==> src/rtl/event_timestamp_packer_if.sv <==
// Event-in / packet-out bundle of the timestamp packer.
// The master side drives events and readout ready; the slave side is the packer.
interface event_timestamp_packer_if #(
  parameter int SIZE     = 32,
  parameter int ROW_ADDR = 4,
  parameter int COL_ADDR = 4,
  parameter int DEPTH    = 8
);
  localparam int PKT_W = SIZE + ROW_ADDR + COL_ADDR + 2;
  localparam int CNT_W = $clog2(DEPTH) + 1;

  logic [SIZE-1:0]     timestamp_i;
  logic                event_valid_i;
  logic [COL_ADDR-1:0] x_add_i;
  logic [ROW_ADDR-1:0] y_add_i;
  logic                polarity_i;
  logic                event_ready_o;
  logic [PKT_W-1:0]    pkt_o;
  logic                pkt_valid_o;
  logic                pkt_ready_i;
  logic [CNT_W-1:0]    fifo_count_o;
  logic [7:0]          drop_count_o;

  modport master (
    output timestamp_i, event_valid_i, x_add_i, y_add_i, polarity_i, pkt_ready_i,
    input  event_ready_o, pkt_o, pkt_valid_o, fifo_count_o, drop_count_o
  );

  modport slave (
    input  timestamp_i, event_valid_i, x_add_i, y_add_i, polarity_i, pkt_ready_i,
    output event_ready_o, pkt_o, pkt_valid_o, fifo_count_o, drop_count_o
  );
endinterface

==> src/rtl/event_timestamp_packer.sv <==
// Packs granted pixel events with the wall-clock timestamp and a wrap marker,
// buffering the words in a first-word-fall-through FIFO for readout.
module event_timestamp_packer #(
  parameter int SIZE     = 32,
  parameter int ROW_ADDR = 4,
  parameter int COL_ADDR = 4,
  parameter int DEPTH    = 8
) (
  input  logic clk_i,
  input  logic reset_i,
  event_timestamp_packer_if.slave bus
);
  localparam int PTR_W = $clog2(DEPTH);
  localparam int CNT_W = PTR_W + 1;
  localparam int PKT_W = SIZE + ROW_ADDR + COL_ADDR + 2;
  localparam logic [CNT_W-1:0] FULL_CNT = CNT_W'(DEPTH);

  logic [PKT_W-1:0] mem_q [DEPTH];
  logic [PTR_W-1:0] wr_ptr_q, wr_ptr_d;
  logic [PTR_W-1:0] rd_ptr_q, rd_ptr_d;
  logic [CNT_W-1:0] count_q, count_d;
  logic [7:0]       drop_q, drop_d;
  logic [SIZE-1:0]  prev_ts_q;
  logic             wrap_pending_q, wrap_pending_d;
  logic             wrap_det, accept, drop, pop, full, empty;
  logic [PKT_W-1:0] wr_word;

  assign full     = (count_q == FULL_CNT);
  assign empty    = (count_q == '0);
  assign wrap_det = (bus.timestamp_i < prev_ts_q);
  assign accept   = bus.event_valid_i && !full;
  assign drop     = bus.event_valid_i && full;
  assign pop      = !empty && bus.pkt_ready_i;
  // A wrap seen in the accepting cycle is folded straight into that word.
  assign wr_word  = {wrap_pending_q | wrap_det, bus.polarity_i, bus.y_add_i,
                     bus.x_add_i, bus.timestamp_i};

  always_comb begin
    wr_ptr_d       = wr_ptr_q;
    rd_ptr_d       = rd_ptr_q;
    count_d        = count_q;
    drop_d         = drop_q;
    wrap_pending_d = wrap_pending_q | wrap_det;
    if (accept) begin
      wr_ptr_d       = wr_ptr_q + PTR_W'(1);
      wrap_pending_d = 1'b0;
    end
    if (pop) begin
      rd_ptr_d = rd_ptr_q + PTR_W'(1);
    end
    unique case ({accept, pop})
      2'b10:   count_d = count_q + CNT_W'(1);
      2'b01:   count_d = count_q - CNT_W'(1);
      default: count_d = count_q;
    endcase
    if (drop && (drop_q != 8'hFF)) begin
      drop_d = drop_q + 8'd1;
    end
  end

  always_ff @(posedge clk_i) begin
    if (reset_i) begin
      wr_ptr_q       <= '0;
      rd_ptr_q       <= '0;
      count_q        <= '0;
      drop_q         <= '0;
      prev_ts_q      <= '0;
      wrap_pending_q <= 1'b0;
    end else begin
      wr_ptr_q       <= wr_ptr_d;
      rd_ptr_q       <= rd_ptr_d;
      count_q        <= count_d;
      drop_q         <= drop_d;
      prev_ts_q      <= bus.timestamp_i;
      wrap_pending_q <= wrap_pending_d;
    end
  end

  // Storage carries no reset; validity is defined entirely by count_q.
  always_ff @(posedge clk_i) begin
    if (accept && !reset_i) begin
      mem_q[wr_ptr_q] <= wr_word;
    end
  end

  assign bus.event_ready_o = !full;
  assign bus.pkt_valid_o   = !empty;
  assign bus.pkt_o         = mem_q[rd_ptr_q];
  assign bus.fifo_count_o  = count_q;
  assign bus.drop_count_o  = drop_q;
endmodule

==> src/flat_wrapper.sv <==
// flat-port wrapper written by rule: the top's interface ports become plain ports
module event_timestamp_packer_flat 
#(
  parameter int SIZE     = 32,
  parameter int ROW_ADDR = 4,
  parameter int COL_ADDR = 4,
  parameter int DEPTH    = 8
)
  (clk_i, reset_i, bus_timestamp_i, bus_event_valid_i, bus_x_add_i, bus_y_add_i, bus_polarity_i, bus_pkt_ready_i, bus_event_ready_o, bus_pkt_o, bus_pkt_valid_o, bus_fifo_count_o, bus_drop_count_o);
  event_timestamp_packer_if #(.SIZE(SIZE), .ROW_ADDR(ROW_ADDR), .COL_ADDR(COL_ADDR), .DEPTH(DEPTH)) bus_i ();
  input  logic clk_i;
  input  logic reset_i;
  input wire logic [$bits(bus_i.timestamp_i)-1:0] bus_timestamp_i;
  input wire logic [$bits(bus_i.event_valid_i)-1:0] bus_event_valid_i;
  input wire logic [$bits(bus_i.x_add_i)-1:0] bus_x_add_i;
  input wire logic [$bits(bus_i.y_add_i)-1:0] bus_y_add_i;
  input wire logic [$bits(bus_i.polarity_i)-1:0] bus_polarity_i;
  input wire logic [$bits(bus_i.pkt_ready_i)-1:0] bus_pkt_ready_i;
  output wire logic [$bits(bus_i.event_ready_o)-1:0] bus_event_ready_o;
  output wire logic [$bits(bus_i.pkt_o)-1:0] bus_pkt_o;
  output wire logic [$bits(bus_i.pkt_valid_o)-1:0] bus_pkt_valid_o;
  output wire logic [$bits(bus_i.fifo_count_o)-1:0] bus_fifo_count_o;
  output wire logic [$bits(bus_i.drop_count_o)-1:0] bus_drop_count_o;
  assign bus_i.timestamp_i = bus_timestamp_i;
  assign bus_i.event_valid_i = bus_event_valid_i;
  assign bus_i.x_add_i = bus_x_add_i;
  assign bus_i.y_add_i = bus_y_add_i;
  assign bus_i.polarity_i = bus_polarity_i;
  assign bus_i.pkt_ready_i = bus_pkt_ready_i;
  assign bus_event_ready_o = bus_i.event_ready_o;
  assign bus_pkt_o = bus_i.pkt_o;
  assign bus_pkt_valid_o = bus_i.pkt_valid_o;
  assign bus_fifo_count_o = bus_i.fifo_count_o;
  assign bus_drop_count_o = bus_i.drop_count_o;
  event_timestamp_packer #(.SIZE(SIZE), .ROW_ADDR(ROW_ADDR), .COL_ADDR(COL_ADDR), .DEPTH(DEPTH)) u_core (.clk_i(clk_i), .reset_i(reset_i), .bus(bus_i));
endmodule
==> config.mk <==
export PLATFORM = sky130hd
export DESIGN_NAME = event_timestamp_packer_flat
export DESIGN_NICKNAME = d
export VERILOG_FILES = /design/src/rtl/event_timestamp_packer_if.sv /design/src/rtl/event_timestamp_packer.sv /design/src/flat_wrapper.sv
export SDC_FILE = /design/constraint.sdc
export NUM_CORES = 1
export LEC_CHECK = 0
export CAP_MARGIN = 20
export CORE_ASPECT_RATIO = 0.7
export CORE_MARGIN = 10
export CORE_UTILIZATION = 63
export CTS_CLUSTER_SIZE = 8
export DETAILED_ROUTE_END_ITERATION = 8
export MAX_ROUTING_LAYER = met4
export PLACE_DENSITY = 0.93
export SLEW_MARGIN = 20
export SYNTH_ARGS = -nofsm -noshare
export SYNTH_HDL_FRONTEND = slang
export SYNTH_SLANG_ARGS = --single-unit
==> constraint.sdc <==
create_clock -name clk_i -period 13.1 [get_ports clk_i]
set_input_delay 1.31 -clock clk_i [delete_from_list [all_inputs] [get_ports clk_i]]
set_output_delay 1.31 -clock clk_i [all_outputs]
set_load 0.01 [all_outputs]
Word level (Yosys, flattened, before mapping)
Memories as Yosys holds them, arrays and structs flattened. A register that Yosys moved wholly into a read port is not among the register bits.
Cells that the tools add are included.
- register bits after elaboration: 51
- bits in writable memories: 336
- input port bits: 45
- output and inout port bits: 56
- memories kept: 1
- $add $sub $neg: 5
- $lt $le $gt $ge: 1
- equality and inequality tests: 4
- multiplexer cells: 5
- bitwise gates (word level): 1
- reductions and logical operators: 11
- memory list (memory ; depth ; bits a word ; rd ports ; clocked after Yosys merged registers in ; wr ports ; line ; source):
    u_core.mem_q ; 8 ; 42 ; 1 ; 1 ; 1 ; event_timestamp_packer.sv:18 ; logic [PKT_W-1:0] mem_q [DEPTH];
- operators with widths (kind ; number):
    < comparator 32 bit ; 1
    adder 8 x 1 -> 8 bit (second input constant) ; 1
    != test 8 bit (second input constant) ; 1
    case mux 4 bit (2 select lines) ; 1
    adder 3 x 1 -> 3 bit (second input constant) ; 2
    two-way mux 3 bit ; 2
    logical AND 1 bit ; 5
    adder 4 x 1 -> 4 bit (second input constant) ; 1
    equality test 4 bit (second input constant) ; 1
    logical NOT 4 bit ; 1
    subtractor 4 x 1 -> 4 bit (second input constant) ; 1
    logical NOT 1 bit ; 3
    equality test 2 x 1 -> 1 bit (second input constant) ; 1
    equality test 2 bit (second input constant) ; 1
    two-way mux 1 bit ; 2
    nonzero test 2 bit ; 1
    OR reduction 2 bit ; 1
    OR 1 bit ; 1

Logic depth before layout (Yosys ltp)
Gate-level depths: netlist of the first run.
- depth in word-level cells: 6
- mapped depth: 10

Worst setup path after synthesis of the first run
OpenSTA, ideal clock, no wires.
- kind: input to register
- start: input port reset_i
- end: memory u_core.mem_q[0][0] (netlist bit) (enable)
- arrival time: 4.768 ns
- path slack: 7.838 ns
- stages: 3
- path buffers: 1
- path through: clkbuf_1 -> or3_1 -> nor3_1
- longest elaborated chain between the ends: 4
- RTL lines (what ; line ; source):
    from (decl) ; flat_wrapper.sv:12 ; input logic reset_i;
    logical NOT 1 bit ; event_timestamp_packer.sv:81 ; if (accept && !reset_i) begin
    logical AND 1 bit ; event_timestamp_packer.sv:81 ;
    two-way mux 1 bit ; event_timestamp_packer.sv:81 ;
    two-way mux 1 bit (not written as such) ; event_timestamp_packer.sv:82 ; mem_q[wr_ptr_q] <= wr_word;
    to (decl) ; event_timestamp_packer.sv:18 ;
No other way between the ends.

==> run summary, run 1 <==
## Clock network
* 2 — H-tree Lvls
* 54 — CTS Buf Count
* 0 — number of buffers added to fix hold violations after cts
* done — CTS tree
* 390 — clock sink count
* 0.05 ns — clock-pin slew on the worst setup and hold paths
* 3 — Longest Clk Path Bufs
* 0 — number of gates resized after cts
* 0 — buffers inserted during post-CTS setup optimization
* 0.56 ns — clock insertion delay at the later pin of the skew report
* sky130_fd_sc_hd__clkbuf_16 — clock root cell

## Critical path
* u_core.bus.fifo_count_o[1] — beginning of the worst register-to-register path
* 2 — worst path buffer plus inverter count
* 32 — top fanout value on the critical path
* sky130_fd_sc_hd__dfxtp_4 — master of the slowest instance on the critical path
* 0.78 ns — Largest stage delay, worst path
* 6 — number of cells on the worst reg-to-reg path
* buffers and inverters — critical path's top delay family
* 10.18 ns — Reg2Reg Setup Slack
* bus_pkt_o[41] — critical path endpoint
* buf_4 -> mux4_2 -> mux2_2 -> clkdlybuf4s50_1 — cells along the critical path
* 4 — cell count along the critical path
* 11.79 ns — Critical Path RT
* u_core.mem_q[4][20] — Crit Reg-Reg Endpoint
* register to primary output — class of the most critical setup path
* register — crit path launch type
* 3.47 ns — Critical Path AT
* primary output — Crit. End Element

## STA
* no — setup repair after global routing missed its margin
* 0 — Final setup viols
* 209 MHz — fmax
* 26.5% — Slew HR
* 0 — fin. max-slew vios
* 0.510 ns — Fin Hold WS
* 4.78 ns — Tmin final
* 0.0107 ns — setup skew after layout
* 1.10 ns — pin slew with the least headroom to its limit
* 36.5% — final clock period utilization by the worst path
* 0 — final number of hold-violating endpoints
* 0 ns — Setup TNS

## Logic synthesis
* 73.4% — sequential-to-total area share from yosys stat
* sky130_fd_sc_hd__edfxtp_1 — most frequently used flop master after synthesis
* 19.5 sq um — syn_area_per_cell
* 0% — Synth async-reset ratio
* 780 — number of standard cells after synthesis
* 0 — YS warnings
* 336 — number of synthesized flops with an enable pin
* 40 — count of distinct cell types in the synthesized netlist
* 863 — syn_nets
* 390 — Synth Register Bits
* 15,200 sq um — combined area of all synthesized cells

## Cells and area
* 1,002 — # nets final
* 1,283 — number of non-filler instances in the completed layout
* 0 — diode insertion count for antenna repair
* 18,300 sq um — Final Instance Area
* 3840 sq um — area used by multi-input combinational logic
* 1,216 — Layout fillers
* 11,200 sq um — area used by sequential logic in the layout
* 22.0% — layout cell share with drive strength beyond 1
* 20.0% — Area growth syn-to-layout

## Placement
* 16,600 sq um — total placed instance area
* 1,180 — number of instances in the placed design
* 17.2 mm — HPWL after detailed placement
* 100 — total of buffers placed on input and output ports
* 0.779 — routability cong.

## Detailed routing
* 7,766 — via count of the routed design
* 0 — remaining routing DRC violations
* 0 — antenna-violating nets left
* 549 — detailed router's first-iteration violation count
* 32.1 mm — total detailed-routing wirelength
* 25.0 um — routed wirelength normalized by instance count
* 6.05 — vias per cell
* 5 — Pre-antenna DRT Iters

## Floorplan
* 47 — placement row count
* 23,700 sq um — core area
* 150 um — die height
* 30,900 sq um — die area
* 64.2% — effective utilization at floorplan
* 206 um — Horiz. Die Dim
* 101 — count of pins on the block boundary

## Pwr
* 0.00320 W — PnR Total Power
* 175 nW/um^2 — power per cell area
* 0.154 mV — Worst IR Drop VDD
* 6.00 nW — reported leakage power

## Flow run
* 0 — number of max-cap violations

## Hold path
* u_core.bus.drop_count_o[6] — start point of the worst hold path
* register to register — path class of the lowest-slack min-delay path

## Status
* complete, no violations — result of the run

## GRT
* 56 — maximum number of pins on one net before global-route repair
* 8,301 — vias in the first global route
* 49.4 mm — first-pass GRT wire length
* 0 — antenna violations before repair
* 0 — Remaining Overflow, GRT
* 22.0% — GR Util All Layers

Yosys cell counts (3+ instances only):
cell type	count	area share [%]
sky130_fd_sc_hd__a21o_1	6	0.30
sky130_fd_sc_hd__a21oi_1	17	0.56
sky130_fd_sc_hd__buf_2	9	0.30
sky130_fd_sc_hd__clkbuf_1	18	0.44
sky130_fd_sc_hd__dfxtp_1	54	7.1
sky130_fd_sc_hd__edfxtp_1	336	66
sky130_fd_sc_hd__ha_1	37	3.0
sky130_fd_sc_hd__inv_1	37	0.91
sky130_fd_sc_hd__mux2_2	42	3.1
sky130_fd_sc_hd__mux4_2	84	12
sky130_fd_sc_hd__nand2_1	18	0.44
sky130_fd_sc_hd__nand2b_1	4	0.16
sky130_fd_sc_hd__nand3_1	6	0.20
sky130_fd_sc_hd__nand4_1	5	0.21
sky130_fd_sc_hd__nor2_1	29	0.72
sky130_fd_sc_hd__nor2b_1	32	1.3
sky130_fd_sc_hd__nor3_1	3	0.099
sky130_fd_sc_hd__o21ai_0	3	0.099
sky130_fd_sc_hd__xnor2_1	4	0.23
sky130_fd_sc_hd__xor2_1	9	0.52
kinds of logic after synthesis:
family                     Yosys count  synth area share, %
DFF                                390                 73.4
xor gates and xnor gates            13                0.748
buffers and inverters               66                 1.70
AOI/OAI and AO/OA                   39                 1.65
muxes                              127                 15.6
adders and majority gates           38                 3.17
and+or+nand+nor                    107                 3.72
cell type report:
cell class	instances	share of cell area [%]
inverter	37	0.760
timing repair buffer	112	6.01
tap	318	2.18
clock buffer	102	8.79
multi-input combinational	324	21.0
sequential	390	61.2
routing by layer:
metal	wire length, um	track usage, %	vias to the layer above
li1	-	-	3380
met1	13300	28.2	3993
met2	15900	35.3	328
met3	2190	4.21	65
met4	714	6.78	0
met5	0	-	-
worst min path at each step:
stage / endpoint / depth (start not counted) / slack (ns)
6_report: u_core.bus.drop_count_o[6] / 2 / 0.51
5_1_grt: u_core.bus.drop_count_o[6] / 2 / 0.54
4_1_cts: u_core.bus.drop_count_o[6] / 2 / 0.50
3_5_place_dp: register / 2 / 0.48
3_3_place_gp: register / 2 / 0.46
2_1_floorplan: register / 2 / 0.45
through the flow:
step	setup slack [ns]	utilization, %
floorplan	7.84	-
global placement	8.56	70.2
detailed placement	8.52	70.2
CTS	7.89	77.0
global route	8.09	77.1
finish	8.32	77.1
worst register-to-register path, delay by kind of cell (launching register included):
family	cells	cell delay [ns]
and+or+nand+nor	4	1.42
buffers and inverters	2	0.65
DFF	1	0.49
sequential cells by signal, summed over array words and instances, names as in the netlist, named ones only:
register	count
u_core.mem_q	336
u_core.prev_ts_q	32
u_core.bus.drop_count_o	8
u_core.bus.fifo_count_o	4
u_core.rd_ptr_q	3
u_core.wr_ptr_q	3
u_core.wrap_pending_q	1
cells in the final DEF (no fill, tap or decap), types with 3 or more instances in the layout:
cell	Yosys	layout
sky130_fd_sc_hd__xnor2_1	4	4
sky130_fd_sc_hd__inv_1	37	37
sky130_fd_sc_hd__nor2_1	29	23
sky130_fd_sc_hd__a21oi_1	17	17
sky130_fd_sc_hd__clkbuf_16	0	57
sky130_fd_sc_hd__mux4_2	84	84
sky130_fd_sc_hd__nor2_4	0	6
sky130_fd_sc_hd__nand2_1	18	18
sky130_fd_sc_hd__nand3_1	6	6
sky130_fd_sc_hd__xor2_1	9	9
sky130_fd_sc_hd__edfxtp_1	336	336
sky130_fd_sc_hd__o21ai_0	3	3
sky130_fd_sc_hd__buf_4	0	11
sky130_fd_sc_hd__nor2b_1	32	32
sky130_fd_sc_hd__dfxtp_1	54	51
sky130_fd_sc_hd__nand4_1	5	5
sky130_fd_sc_hd__ha_1	37	37
sky130_fd_sc_hd__clkdlybuf4s50_1	0	99
sky130_fd_sc_hd__mux2_2	42	42
sky130_fd_sc_hd__clkbuf_1	18	44
sky130_fd_sc_hd__nand2b_1	4	4
sky130_fd_sc_hd__a21o_1	6	6
report_power, final:
group | switching, W | internal (W)
clock network | 0.000482 | 0.000810
registers | 0.0000445 | 0.00140
logic | 0.000206 | 0.000259
total | 0.000733 | 0.00247
Power figures use the tool's default switching activity.
==> run 2: changes to the inputs <==
--- a/config.mk
+++ b/config.mk
@@ -8,11 +8,11 @@
 export CAP_MARGIN = 20
 export CORE_ASPECT_RATIO = 0.7
 export CORE_MARGIN = 10
-export CORE_UTILIZATION = 63
+export CORE_UTILIZATION = 59
 export CTS_CLUSTER_SIZE = 8
 export DETAILED_ROUTE_END_ITERATION = 8
 export MAX_ROUTING_LAYER = met4
-export PLACE_DENSITY = 0.93
+export PLACE_DENSITY = 0.89
 export SLEW_MARGIN = 20
 export SYNTH_ARGS = -nofsm -noshare
 export SYNTH_HDL_FRONTEND = slang
==> constraint.sdc (replaced) <==
create_clock -name clk_i -period 4.4 [get_ports clk_i]
set_input_delay 0.44 -clock clk_i [delete_from_list [all_inputs] [get_ports clk_i]]
set_output_delay 0.44 -clock clk_i [all_outputs]
set_load 0.01 [all_outputs]
==> run summary, run 2 (synthesis gave the netlist of run 1 again) <==
## Cells and area
* 3860 sq um — area used by multi-input combinational logic, +0.33%
* 22.5% — layout cell share with drive strength beyond 1, +0.53 points
* 1,460 — Layout fillers, +20%
* 336 — max reg flops, unchanged
* 20.4% — Area growth syn-to-layout
* 1,303 — number of non-filler instances in the completed layout, +1.6%
* 18,300 sq um — Final Instance Area, +0.36%
* sky130_fd_sc_hd__edfxtp_1 — commonest non-fill, non-tap cell in the layout
* 1,008 — # nets final, +0.60%
* 11,200 sq um — area used by sequential logic in the layout, unchanged
* u_core.mem_q — largest reg by FF count
* 71.7% — final design utilization, -5.4 points
* sky130_fd_sc_hd__edfxtp_1 (336), sky130_fd_sc_hd__clkdlybuf4s50_1 (99), sky130_fd_sc_hd__mux4_2 (84) — top library cells by usage in the layout, fill and taps aside

## GRT
* 50.6 mm — first-pass GRT wire length, +2.5%
* 27.6% — global-route track usage on met1, -0.55 points
* 32.4% — Global Route met2 Usage, -2.9 points
* 8,479 — vias in the first global route, +2.1%
* 0 — Remaining Overflow, GRT, unchanged
* 21.0% — GR Util All Layers, -0.94 points
* 55 — maximum number of pins on one net before global-route repair, -1.8%
* met2 — most utilized layer in the global route result
* 3 — antenna violations before repair, +3
* 4.76% — met3 layer usage reported by global route, +0.55 points

## Clock network
* 0 — number of buffers added to fix hold violations after cts, unchanged
* 3 — Longest Clk Path Bufs, unchanged
* done — CTS tree
* 54 — CTS Buf Count, unchanged
* 0 — buffers inserted during post-CTS setup optimization, unchanged
* 0.05 ns — clock-pin slew on the worst setup and hold paths, about the same
* 0 — number of gates resized after cts, unchanged
* 2 — H-tree Lvls, unchanged
* 0.57 ns — clock insertion delay at the later pin of the skew report, about the same
* sky130_fd_sc_hd__clkbuf_16 — clock root cell
* 390 — clock sink count, unchanged

## Critical path
* buf_4 -> mux4_2 -> mux2_2 -> clkdlybuf4s50_1 — cells along the critical path
* primary output — Crit. End Element
* register — crit path launch type
* buffers and inverters — critical path's top delay family
* u_core.mem_q[6][11] — Crit Reg-Reg Endpoint
* 1.64 ns — Reg2Reg Setup Slack, -8.54 ns
* sky130_fd_sc_hd__dfxtp_4 — master of the slowest instance on the critical path
* 0.77 ns — Largest stage delay, worst path, about the same
* 2 — worst path buffer plus inverter count, unchanged
* 30 — top fanout value on the critical path, -6.3%
* 3.07 ns — Critical Path AT, -0.40 ns
* 3.96 ns — Critical Path RT, -7.83 ns
* 6 — number of cells on the worst reg-to-reg path, unchanged
* register to primary output — class of the most critical setup path
* u_core.bus.fifo_count_o[0] — beginning of the worst register-to-register path

## Pwr
* 0.00225 W — Net Sw Power, +210%
* 40.2% — clock group share of total power, -0.2 points
* 0.327 mV — Worst IR Drop VDD, +110%
* 45.1% — sequential power share, about the same
* 520 nW/um^2 — power per cell area, +200%
* 14.8% — Comb pwr share, +0.3 points
* 0.00729 W — cell internal power dissipation, +200%
* 6.01 nW — reported leakage power, +0.23%
* 23.6% — Net Sw Frac, +0.65 points
* 0.00954 W — PnR Total Power, +200%

## Detailed routing
* 25.1 um — routed wirelength normalized by instance count, +0.35%
* 7,855 — via count of the routed design, +1.1%
* 771 — detailed router's first-iteration violation count, +40%
* 32.7 mm — total detailed-routing wirelength, +1.9%
* 5 — Pre-antenna DRT Iters, unchanged
* 0 — antenna-violating nets left, unchanged
* 0 — remaining routing DRC violations, unchanged
* 6.03 — vias per cell, -0.41%

## STA
* 285 MHz — fmax
* 3.51 ns — Tmin final
* 0 — fin. max-slew vios, unchanged
* 0 — Final setup viols, unchanged
* 0.0174 ns — setup skew after layout, +0.00669 ns
* 43.5% — Slew HR, +17 points
* 79.9% — final clock period utilization by the worst path
* 0.825 ns — pin slew with the least headroom to its limit, -0.277 ns
* 0 ns — Setup TNS, unchanged
* 0 — final number of hold-violating endpoints, unchanged
* no — setup repair after global routing missed its margin

## Placement
* 16,700 sq um — total placed instance area, +0.64%
* 18.1 mm — HPWL after detailed placement, +5.5%
* 100 — total of buffers placed on input and output ports, unchanged
* 1,200 — number of instances in the placed design, +1.7%
* 0.797 — routability cong., +2.3%

## Flow run
* 0 — number of max-cap violations, unchanged

## Hold path
* register to register — path class of the lowest-slack min-delay path
* u_core.rd_ptr_q[1] — start point of the worst hold path
* 2 — number of cells on the worst hold path, unchanged

## Floorplan
* 49 — placement row count, +4.3%
* 154 um — die height, +2.9%
* 212 um — Horiz. Die Dim, +3.0%
* 101 — count of pins on the block boundary, unchanged
* 59.5% — effective utilization at floorplan, -4.7 points
* 25,600 sq um — core area, +7.9%
* 32,700 sq um — die area, +6.0%

## Status
* complete, no violations — result of the run

==> run 2: changes by cell type in the layout (fill, tap and decap cells not counted) <==
cell	before	now
sky130_fd_sc_hd__buf_4	11	16
sky130_fd_sc_hd__diode_2	0	3
sky130_fd_sc_hd__clkbuf_1	44	42
sky130_fd_sc_hd__clkbuf_16	57	55
sky130_fd_sc_hd__nor3_2	2	0
sky130_fd_sc_hd__nor3_4	0	2
sky130_fd_sc_hd__buf_12	1	2
sky130_fd_sc_hd__inv_16	0	1
sky130_fd_sc_hd__inv_6	0	1
==> run 2: how the worst max path moves through the flow <==
stage / slack, ns / depth (start not counted) / from / endpoint
finish: 0.89 / 4 / register / bus_pkt_o[18]
global placement: 1.28 / 7 / bus_timestamp_i[17] / u_core.mem_q[0][41]
CTS: 0.81 / 4 / register / bus_pkt_o[17]
floorplan: 0.91 / 5 / u_core.bus.fifo_count_o[0] / u_core.mem_q[4][0]
global route: 0.72 / 4 / register / bus_pkt_o[18]
detailed placement: 1.14 / 7 / bus_timestamp_i[19] / u_core.mem_q[3][41]
==> run 2: final cells by class <==
type,instances,share of cell area [%]
Sequential cell,390,61.0
Multi-Input combinational cell,324,21.0
Clock buffer,98,8.44
Timing Repair Buffer,118,6.31
Tap cell,331,2.26
Inverter,37,0.758
Clock inverter,2,0.157
Antenna cell,3,0.0410
==> run 2: per-layer routing <==
layer  up-vias  share of wire [%]
met1      4060                 41
met4         0                2.0
met3        54                7.7
li1       3397                  -
met5         -                  0
met2       344                 49
==> run 2: worst min-delay path: cells and delay by family, from the launching register on <==
kind / cells / cell delay (ns)
DFF: 1 / 0.31
AOI/OAI and AO/OA: 1 / 0.07
and+or+nand+nor: 1 / 0.05
==> run 2: power groups by stage <==
stage / Sequential (W) / Clock [W] / Combinational, W
2_1_floorplan: 0.00428 / 0 / 0.000886
3_3_place_gp: 0.00436 / 0 / 0.00136
3_5_place_dp: 0.00437 / 0 / 0.00140
4_1_cts: 0.00430 / 0.00388 / 0.00143
5_1_grt: 0.00432 / 0.00404 / 0.00152
6_report: 0.00430 / 0.00383 / 0.00141
==> run 2: metrics by stage <==
step           hold slack [ns]  setup WS [ns]
2_1_floorplan            0.454          0.911
3_3_place_gp             0.457           1.28
3_5_place_dp             0.464           1.14
4_1_cts                  0.476          0.805
5_1_grt                  0.515          0.720
6_report                 0.474          0.886
==> run 3: changes to the inputs <==
==> constraint.sdc (replaced) <==
create_clock -name clk_i -period 3.6 [get_ports clk_i]
set_input_delay 0.36 -clock clk_i [delete_from_list [all_inputs] [get_ports clk_i]]
set_output_delay 0.36 -clock clk_i [all_outputs]
set_load 0.01 [all_outputs]
==> run summary, run 3 (synthesis gave the netlist of run 1 again) <==
## Cells and area
* 22.6% — layout cell share with drive strength beyond 1, +0.057 points
* 11,200 sq um — area used by sequential logic in the layout, unchanged
* 21.2% — Area growth syn-to-layout
* 336 — max reg flops, unchanged
* 1,303 — number of non-filler instances in the completed layout, unchanged
* u_core.mem_q — largest reg by FF count
* 3860 sq um — area used by multi-input combinational logic, unchanged
* sky130_fd_sc_hd__edfxtp_1 — commonest non-fill, non-tap cell in the layout
* sky130_fd_sc_hd__edfxtp_1 (336), sky130_fd_sc_hd__clkdlybuf4s50_1 (99), sky130_fd_sc_hd__mux4_2 (84) — top library cells by usage in the layout, fill and taps aside
* 1,466 — Layout fillers, +0.41%
* 1,009 — # nets final, +0.099%

## Clock network
* 3 — Longest Clk Path Bufs, unchanged
* 0.05 ns — clock-pin slew on the worst setup and hold paths, about the same
* 0 — number of gates resized after cts, unchanged
* done — CTS tree
* 0 — buffers inserted during post-CTS setup optimization, unchanged
* 54 — CTS Buf Count, unchanged
* sky130_fd_sc_hd__clkbuf_16 — clock root cell
* 390 — clock sink count, unchanged
* 2 — H-tree Lvls, unchanged
* 0 — number of buffers added to fix hold violations after cts, unchanged
* 0.57 ns — clock insertion delay at the later pin of the skew report, about the same

## STA
* 307 MHz — fmax
* 0 ns — Setup TNS, unchanged
* no — setup repair after global routing missed its margin
* 0 — Final setup viols, unchanged
* 90.5% — final clock period utilization by the worst path
* 0 — final number of hold-violating endpoints, unchanged
* 63.4% — Slew HR, +20 points
* 0.549 ns — pin slew with the least headroom to its limit, -0.276 ns
* 3.26 ns — Tmin final
* 0.0202 ns — setup skew after layout, +0.00279 ns
* 0 — fin. max-slew vios, unchanged

## Critical path
* sky130_fd_sc_hd__dfxtp_4 — master of the slowest instance on the critical path
* 24 — top fanout value on the critical path, -20%
* buf_12 -> mux4_2 -> mux2_2 -> clkdlybuf4s50_1 — cells along the critical path
* u_core.bus.fifo_count_o[0] — beginning of the worst register-to-register path
* bus_pkt_o[39] — critical path endpoint
* 10 — number of cells on the worst reg-to-reg path, +4
* 3.24 ns — Critical Path RT, -0.72 ns
* register to primary output — class of the most critical setup path
* 0.89 ns — Reg2Reg Setup Slack, -0.75 ns
* 0.68 ns — Largest stage delay, worst path, -0.09 ns
* 2 — worst path buffer plus inverter count, unchanged
* 2.90 ns — Critical Path AT, -0.17 ns
* 4 — cell count along the critical path, unchanged
* multiplexers — critical path's top delay family
* register — crit path launch type
* u_core.bus.fifo_count_o[3] — Crit Reg-Reg Endpoint
* primary output — Crit. End Element

## Floorplan
* 101 — count of pins on the block boundary, unchanged
* 32,700 sq um — die area, unchanged
* 25,600 sq um — core area, unchanged
* 154 um — die height, unchanged
* 212 um — Horiz. Die Dim, unchanged
* 49 — placement row count, unchanged
* 59.5% — effective utilization at floorplan, unchanged

## Status
* complete, no violations — result of the run

## Pwr
* 6.03 nW — reported leakage power, +0.40%
* 0.354 mV — Worst IR Drop VDD, +8.3%
* 628 nW/um^2 — power per cell area, +21%

## Placement
* 100 — total of buffers placed on input and output ports, unchanged
* 1,201 — number of instances in the placed design, +0.083%
* 0.798 — routability cong., about the same
* 17.3 mm — HPWL after detailed placement, -4.6%

## GRT
* 8,258 — vias in the first global route, -2.6%
* 20.3% — GR Util All Layers, -0.70 points
* 1 — antenna violations before repair, -2
* 49.1 mm — first-pass GRT wire length, -3.0%
* 0 — Remaining Overflow, GRT, unchanged
* 43 — maximum number of pins on one net before global-route repair, -22%

## Detailed routing
* 31.5 mm — total detailed-routing wirelength, -3.9%
* 0 — remaining routing DRC violations, unchanged
* 24.1 um — routed wirelength normalized by instance count, -3.9%
* 7,732 — via count of the routed design, -1.6%
* 5.93 — vias per cell, -1.6%
* 645 — detailed router's first-iteration violation count, -16%
* 0 — antenna-violating nets left, unchanged
* 5 — Pre-antenna DRT Iters, unchanged

## Flow run
* 0 — number of max-cap violations, unchanged

## Hold path
* primary input to register — path class of the lowest-slack min-delay path

-- run 3: cell type report --
class / count / share of cell area, %
Clock buffer: 98 / 8.28
Clock inverter: 3 / 0.183
Inverter: 37 / 0.753
Sequential cell: 390 / 60.6
Timing Repair Buffer: 119 / 6.99
Antenna cell: 1 / 0.0136
Multi-Input combinational cell: 324 / 20.9
Tap cell: 331 / 2.25
-- run 3: metrics by stage --
step           total power (W)  utilization, %  area [sq um]  setup WS, ns  hold WS (ns)
2_1_floorplan          0.00631               -         15200         0.111         0.454
3_5_place_dp           0.00706            66.0         16900         0.600         0.474
6_report                0.0116            72.1         18400         0.343         0.266
5_1_grt                 0.0120            72.1         18400         0.188         0.264
3_3_place_gp           0.00702            66.0         16900         0.846         0.464
4_1_cts                 0.0117            72.1         18400         0.269         0.248
-- run 3: worst min path at each step --
| stage | start | endpoint | slack, ns | cells past startpoint |
|---|---|---|---|---|
| 2_1_floorplan | u_core.rd_ptr_q[1] | register | 0.45 | 2 |
| 3_3_place_gp | u_core.rd_ptr_q[1] | register | 0.46 | 2 |
| 3_5_place_dp | u_core.rd_ptr_q[1] | register | 0.47 | 2 |
| 4_1_cts | reset_i | u_core.prev_ts_q[6] | 0.25 | 2 |
| 5_1_grt | reset_i | u_core.prev_ts_q[6] | 0.26 | 2 |
| 6_report | reset_i | u_core.prev_ts_q[11] | 0.27 | 2 |
-- run 3: layer usage --
metal  routed length, um  up-vias  track usage, %
met4                 561        0            5.91
met5                   0        -               -
met3                2270       52            4.58
met2               15300      307            31.4
met1               13300     3965            26.8
li1                    -     3408               -
-- run 3: worst register-to-register path: stages, from the launching register on --
cell                      delay [ns]
sky130_fd_sc_hd__dfxtp_1        0.38
sky130_fd_sc_hd__or4_1          0.60
sky130_fd_sc_hd__nand2_1        0.15
sky130_fd_sc_hd__inv_1          0.07
sky130_fd_sc_hd__ha_1           0.23
sky130_fd_sc_hd__ha_1           0.28
sky130_fd_sc_hd__a21o_1         0.17
sky130_fd_sc_hd__a21oi_1        0.17
sky130_fd_sc_hd__xnor2_1        0.10
sky130_fd_sc_hd__or3_1          0.31
sky130_fd_sc_hd__a21oi_1        0.17
-- run 3: report_power, final --
group	internal [W]	switching [W]	leakage (nW)	total, W
clock network	0.00283	0.00178	0.739	0.00460
registers	0.00508	0.000143	3.48	0.00522
logic	0.000983	0.000772	1.81	0.00175
total	0.00889	0.00269	6.03	0.0116
